===== config.mk =====
export PLATFORM = sky130hd
export DESIGN_NAME = vga_sync_gen
export DESIGN_NICKNAME = d
export VERILOG_FILES = /design/src/rtl/vga_sync_gen.sv
export SDC_FILE = /design/constraint.sdc
export NUM_CORES = 1
export LEC_CHECK = 0
export CORE_MARGIN = 1
export CORE_UTILIZATION = 35
export DETAILED_ROUTE_END_ITERATION = 12
export PLACE_DENSITY = 0.53
export REMOVE_ABC_BUFFERS = 1
export SYNTH_ARGS = -nofsm -noshare
export SYNTH_HDL_FRONTEND = slang
export SYNTH_SLANG_ARGS = --single-unit

===== constraint.sdc =====
create_clock -name clk -period 3.5 [get_ports clk]
set_input_delay 0.35 -clock clk [delete_from_list [all_inputs] [get_ports clk]]
set_output_delay 0.35 -clock clk [all_outputs]
set_load 0.05 [all_outputs]

===== src/rtl/vga_sync_gen.sv =====
`default_nettype none
// ============================================================================
//  Module      : vga_sync_gen
//  Description : VGA raster timing generator. Advances horizontal/vertical
//                counters on each single-cycle pixel enable and produces
//                registered hsync, vsync, active-video and line/frame start
//                strobes that are always consistent with the counters shown.
//  Option      : define VGA_FRAME_COUNT_EN to add the 8-bit frame_cnt output.
//  Revision    : 1.0 - initial release
// ============================================================================
module vga_sync_gen #(
    parameter int   H_ACTIVE = 640,
    parameter int   H_FP     = 16,
    parameter int   H_SYNC   = 96,
    parameter int   H_BP     = 48,
    parameter int   V_ACTIVE = 480,
    parameter int   V_FP     = 10,
    parameter int   V_SYNC   = 2,
    parameter int   V_BP     = 33,
    parameter logic H_POL    = 1'b0,
    parameter logic V_POL    = 1'b0
) (
    input  logic       clk,
    input  logic       clr,
    input  logic       pix_en,
    output logic [9:0] hc,
    output logic [9:0] vc,
    output logic       hsync,
    output logic       vsync,
    output logic       active,
    output logic       line_start,
    output logic       frame_start
`ifdef VGA_FRAME_COUNT_EN
    ,
    output logic [7:0] frame_cnt
`endif
);

    // Derived line/frame geometry
    localparam int H_TOTAL = H_ACTIVE + H_FP + H_SYNC + H_BP;
    localparam int V_TOTAL = V_ACTIVE + V_FP + V_SYNC + V_BP;

    // 10-bit boundaries so every compare below is width-matched
    localparam logic [9:0] H_LAST     = 10'(H_TOTAL - 1);
    localparam logic [9:0] V_LAST     = 10'(V_TOTAL - 1);
    localparam logic [9:0] H_ACT_END  = 10'(H_ACTIVE);
    localparam logic [9:0] V_ACT_END  = 10'(V_ACTIVE);
    localparam logic [9:0] HS_FIRST   = 10'(H_ACTIVE + H_FP);
    localparam logic [9:0] HS_LAST    = 10'(H_ACTIVE + H_FP + H_SYNC - 1);
    localparam logic [9:0] VS_FIRST   = 10'(V_ACTIVE + V_FP);
    localparam logic [9:0] VS_LAST    = 10'(V_ACTIVE + V_FP + V_SYNC - 1);

    // The counters are 10 bits wide; reject geometries that would overflow them
    generate
        if (H_TOTAL > 1024 || V_TOTAL > 1024) begin : g_bad_geometry
            $error("vga_sync_gen: H_TOTAL and V_TOTAL must not exceed 1024");
        end
    endgenerate

    logic       w_h_wrap;
    logic       w_v_wrap;
    logic       w_frame_wrap;
    logic [9:0] w_hc_next;
    logic [9:0] w_vc_next;
    logic       w_hs_on;
    logic       w_vs_on;
    logic       w_active_next;

    // Next raster position and the region decode of that position; the
    // registers below load these together so sync/active never lag hc/vc
    always_comb begin
        w_h_wrap      = (hc == H_LAST);
        w_v_wrap      = (vc == V_LAST);
        w_frame_wrap  = w_h_wrap && w_v_wrap;
        w_hc_next     = w_h_wrap ? 10'd0 : hc + 10'd1;
        w_vc_next     = vc;
        if (w_h_wrap) begin
            w_vc_next = w_v_wrap ? 10'd0 : vc + 10'd1;
        end
        w_hs_on       = (w_hc_next >= HS_FIRST) && (w_hc_next <= HS_LAST);
        w_vs_on       = (w_vc_next >= VS_FIRST) && (w_vc_next <= VS_LAST);
        w_active_next = (w_hc_next < H_ACT_END) && (w_vc_next < V_ACT_END);
    end

    // Raster state: reset parks on the last pixel of the last line so the
    // first enable lands on (0,0) and produces a clean frame edge
    always_ff @(posedge clk) begin
        if (clr) begin
            hc          <= H_LAST;
            vc          <= V_LAST;
            hsync       <= ~H_POL;
            vsync       <= ~V_POL;
            active      <= 1'b0;
            line_start  <= 1'b0;
            frame_start <= 1'b0;
        end else if (pix_en) begin
            hc          <= w_hc_next;
            vc          <= w_vc_next;
            hsync       <= w_hs_on ? H_POL : ~H_POL;
            vsync       <= w_vs_on ? V_POL : ~V_POL;
            active      <= w_active_next;
            line_start  <= w_h_wrap;
            frame_start <= w_frame_wrap;
        end else begin
            line_start  <= 1'b0;
            frame_start <= 1'b0;
        end
    end

`ifdef VGA_FRAME_COUNT_EN
    logic r_seen_frame;

    // Completed-frame count: the frame edge straight after reset opens frame 0
    // and is not counted; every later frame edge bumps the count (mod 256)
    always_ff @(posedge clk) begin
        if (clr) begin
            frame_cnt    <= 8'd0;
            r_seen_frame <= 1'b0;
        end else if (pix_en && w_frame_wrap) begin
            r_seen_frame <= 1'b1;
            if (r_seen_frame) begin
                frame_cnt <= frame_cnt + 8'd1;
            end
        end
    end
`endif

endmodule
`default_nettype wire


# After elaboration in Yosys (flattened, before gate mapping)
# Index checks and enable logic that the tools add are counted.
[totals]
regBits = 25
inputBits = 3
wordCells = 28
[op_classes]
n_addsub = 2
magnitude_cmp = 6
eq_ne = 2
n_mux = 5
n_bitwise = 1
n_reduce_logical = 5
[ops]
columns = ["cell", "n"]
rows = [
  ["10-bit two-way mux", 3],
  ["10-bit by 1-bit adder with 10-bit output, second input constant", 2],
  ["10-bit == test, second input constant", 2],
  ["10-bit greater-or-equal comparator, second input constant", 1],
  ["10-bit by 9-bit greater-or-equal comparator with 1-bit output, second input constant", 1],
  ["10-bit <= comparator, second input constant", 1],
  ["10-bit by 9-bit <= comparator with 1-bit output, second input constant", 1],
  ["10-bit < comparator, second input constant", 1],
  ["10-bit by 9-bit < comparator with 1-bit output, second input constant", 1],
  ["1-bit logical AND", 4],
  ["1-bit two-way mux", 2],
  ["2-bit OR reduction", 1],
  ["1-bit NOT", 1],
]

# Logic depth before layout (Yosys ltp)
[logic_depth]
word_depth = 6
depth_mapped = 7
depth_no_buf = 7

# Worst setup path after synthesis
# Ideal clock, no wire load.
[synth_timing]
kind = "reg-to-reg"
from = "register hc[0]"
to = "register vsync"
arrival_ns = 2.287
setup_slack_ns = 1.086
path_stages_with_launch = 8
path_buffers = 1
synth_period_minus_slack_ns = 2.414
cell_sequence = "dfxtp_1 > ha_1 > and4_1 > buf_2 > nand3_4 > or4_1 > a31oi_1 > a31oi_1"
[synth_via]
elab_chain_len = 5
elab_cells_between_ends = 6
classes_between = "2 x order compare; 1 x eq/ne; 2 x mux; 1 x reduce/logical"
[synth_lines]
columns = ["item", "line", "rtl"]
rows = [
  ["start, declared", "26", "output logic [9:0] hc,"],
  ["start signal, assigned", "97", "hc <= w_hc_next;"],
  ["10-bit == test (*)", "72", "w_h_wrap = (hc == H_LAST);"],
  ["10-bit two-way mux (*)", "77", "if (w_h_wrap) begin"],
  ["10-bit by 9-bit greater-or-equal comparator with 1-bit output / 10-bit by 9-bit <= comparator with 1-bit output (equally long branches)", "81", "w_vs_on = (w_vc_next >= VS_FIRST) && (w_vc_next <= VS_LAST);"],
  ["1-bit logical AND (*)", "81", ""],
  ["1-bit two-way mux (*)", "100", "vsync <= w_vs_on ? V_POL : ~V_POL;"],
  ["end signal, assigned", "92", "vsync <= ~V_POL;"],
  ["end signal, assigned", "100", ""],
  ["end, declared", "29", "output logic vsync,"],
]
# Every way passes the cells marked *; elsewhere a longest branch is shown, timed or not.
# A chain may end at the register's enable or synchronous reset.

# Worst setup path after layout
# Ends and elaborated chain as after synthesis.

==> results.md <==
* Fin util at 45.68%
* Die Height at 67.93 um
* Starting density of the core at 37.23%
* M1 WL at just over 2000 um
* Iter 0 DRT Violations at 84
* DRC Markers at 0
* Rows at 23
* Post-CTS Setup Inserts at 0
* Post-synth cell types at 46
* Critical path type: reg -> reg
* R2R Setup Slk at 1.23 ns
* Headroom to the max-slew limit at 58.51%
* Share of cells above drive strength 1 at ~6.2%
* Syn_area_per_cell at 8.093 um^2
* Post-placement setup slack at around 1.1 ns
* Part of the Yosys area used for sequential elements at 32.89%
* CTS Hold Bufs at 0
* Vias/cell at 5.548
* EDFF count, synth at 0
* CTS tree: built
* Slowest stage delay, CP at 0.53 ns
* Ant. Diodes at 0
* Setup violators final at 0
* Data arrival, critical path at roughly 2.4 ns
* Highest clock rate at 440.2 MHz
* Fin crit share at 64.91%
* Max cap viols at 0
* Fill count at 414
* Required time of the worst setup path at 3.65 ns
* Clock latency on the worst-skew pair at roughly 0.27 ns
* Vias at 1448
* DP HPWL at 2708 um
* Gr usage total at a little under a fifth
* Top sig layer: met4
* First-pass GRT wire length at 6354 um
* Final net count at ~220
* Largest net degree at the start of global routing at 21
* Slowest-stage cell, CP: or4_1
* Num CTS Buffers at 3
* Worst hold slack at between 0.5 and 0.6 ns
* CTS sink count at 25
* RSZ-0062 raised after global routing: false
* Crit-path cells: ha_1 > and4_1 > nand3_4 > or4_1 > a31oi_1 > a31oi_1
* Leakage at 0.6876 nW
* P&R area growth vs syn at 22.70%
* Root buffer cell: clkbuf_8
* WL met2 at between 1500 and 2000 um
* Gate Count Post-Synth at 188
* WL per Instance at 14.80 um
* Routed wire length at 3862 um
* Max clock buf depth at 2
* Die width at 67.93 um
* Area of the mapped netlist at 0.001521 mm^2
* Pin slew with the least headroom to its limit at 0.6176 ns
* Power Dens Cells at 419.1 mW/mm^2
* Crit path capture type: register
* FF-to-FF End: vsync
* Synth Warn # at 0
* Primary FF master, synth: dfxtp_1
* VDD IR max at 0.2127 mV
* CP Max Fanout at 8
* Synth Register Bits at 25
* Gpl congestion at 0.8171
* Post-DRT Antenna Nets at 0
* Critical path launch point type: register
* Max Slew Vio Count at 0
* GR Overflow Total at 0
* Vias in the first global route at 1265
* Crit. Startpoint: hc[0]
* Area of the multi-input gates at 945.9 um^2
* Most frequent CP cell: a31oi_1
* Initial antenna violation count at 0
* H-Tree Depth at 1
* Worst R2R Path Depth at 6
* Reg area at 500.5 um^2
* Number of gates resized after cts at 0
* I/O Pins at 28
* Die ar. at 0.004614 mm^2
* Hold crit path type: reg -> reg
* Asr flop ratio synth at 0%
* Finished Cell Area at 0.001867 mm^2
* Clock Skew at 0.004779 ns
* Met3 WL at 106 um
* Total negative slack at 0 ns
* Critical Path Sink: vsync
* R2r startpoint: hc[0]
* Min cycle time layout at 2.272 ns
* Clock-pin slew on the worst setup and hold paths at 0.09 ns
* Status: finished, final reports clean
* Placed instance area at 0.001821 mm^2
* Cells on Worst Hold Path at 2
* Final Hold Viols at 0
* Detailed-router iteration count before antenna repair at 4
* Final worst slack at 1.228 ns
* Buffers on Ports at 27
* Core area at 0.004086 mm^2
report_power, final:
part           internal (mW)  switching, mW  leakage [nW]
logic                 0.0963          0.173         0.458
clock network         0.0797         0.0946        0.0255
registers              0.303         0.0359         0.204
cells by family after synthesis:
group | count (synthesis) | share of synthesized area [%]
simple gates | 88 | 34.95
compound gates | 45 | 18.67
flops | 25 | 32.89
buf+inv | 17 | 4.934
xor+xnor | 8 | 4.605
fa+ha+maj | 5 | 3.948
synth_stat cells, drive strengths merged (4+ instances only):
| library cell | instances | area, um^2 |
|---|---|---|
| dfxtp | 25 | 500.5 |
| nor2 | 17 | 63.81 |
| nand2 | 15 | 56.30 |
| a21oi | 12 | 60.06 |
| nand3 | 12 | 72.57 |
| o21ai | 11 | 55.05 |
| nor3 | 8 | 45.04 |
| inv | 7 | 26.28 |
| nand4 | 7 | 50.05 |
| clkbuf | 6 | 22.52 |
| a31oi | 5 | 31.28 |
| and4 | 5 | 45.04 |
| xor2 | 5 | 43.79 |
| and3 | 4 | 25.02 |
| buf | 4 | 26.27 |
| ha | 4 | 50.05 |
worst max-delay path, delay by kind of cell, from the launching register on:
| family | cells | cell delay [ns] |
|---|---|---|
| AO/OA/AOI/OAI | 2 | 0.33 |
| adder cells (fa/ha/maj) | 1 | 0.29 |
| flip-flops | 1 | 0.44 |
| AND/OR/NAND/NOR | 3 | 1.09 |
layout make-up:
cell class	instances	share of cell area, %
flip-flops and latches	25	26.81
inverters	7	1.408
multi-input cells	146	50.67
clock buffers	3	2.212
well taps	50	3.351
repair buffers	29	15.28
clock inverters	1	0.2681
stage by stage:
| step | total power, mW | cells |
|---|---|---|
| 3_3_place_gp | 0.6106 | 257 |
| 4_1_cts | 0.7916 | 261 |
| 2_1_floorplan | 0.5295 | 178 |
| 5_1_grt | 0.8313 | 261 |
| 6_report | 0.7824 | 261 |
| 3_5_place_dp | 0.6130 | 257 |
state kept, by name (all words and copies together) (netlist names):
register,count
active,1
frame_start,1
hc,10
hsync,1
line_start,1
vc,10
vsync,1
per-layer routing:
metal / track usage, % / vias up
met5: 0 / -
met4: 4.167 / 0
met3: 3.500 / 2
met2: 26.96 / 22
met1: 26.20 / 686
li1: - / 738
layout by cell type (no fill, tap or decap), types with 3 or more instances in the layout:
| cell | count |
|---|---|
| nand3b_1 | 3 |
| o21ai_0 | 11 |
| xor2_1 | 5 |
| nor3_1 | 7 |
| a22oi_1 | 3 |
| o211ai_1 | 3 |
| xnor2_1 | 3 |
| inv_1 | 7 |
| a21oi_1 | 12 |
| and3_1 | 4 |
| nand2_1 | 15 |
| nor2_1 | 17 |
| ha_1 | 4 |
| nand3_1 | 11 |
| clkbuf_8 | 3 |
| and4_1 | 4 |
| nor2b_1 | 3 |
| and2_1 | 3 |
| dfxtp_1 | 25 |
| clkdlybuf4s50_1 | 27 |
| nand4_1 | 6 |
| a31oi_1 | 5 |
how the worst min path moves through the flow:
stage / startpoint / endpoint / slack, ns
CTS: active / active / 0.51
finish: active / active / 0.50
global route: active / active / 0.54
global placement: active / active / 0.49
floorplan: clr / vc[1] / 0.42
detailed placement: active / active / 0.49
(Power assumes the default switching activity.)
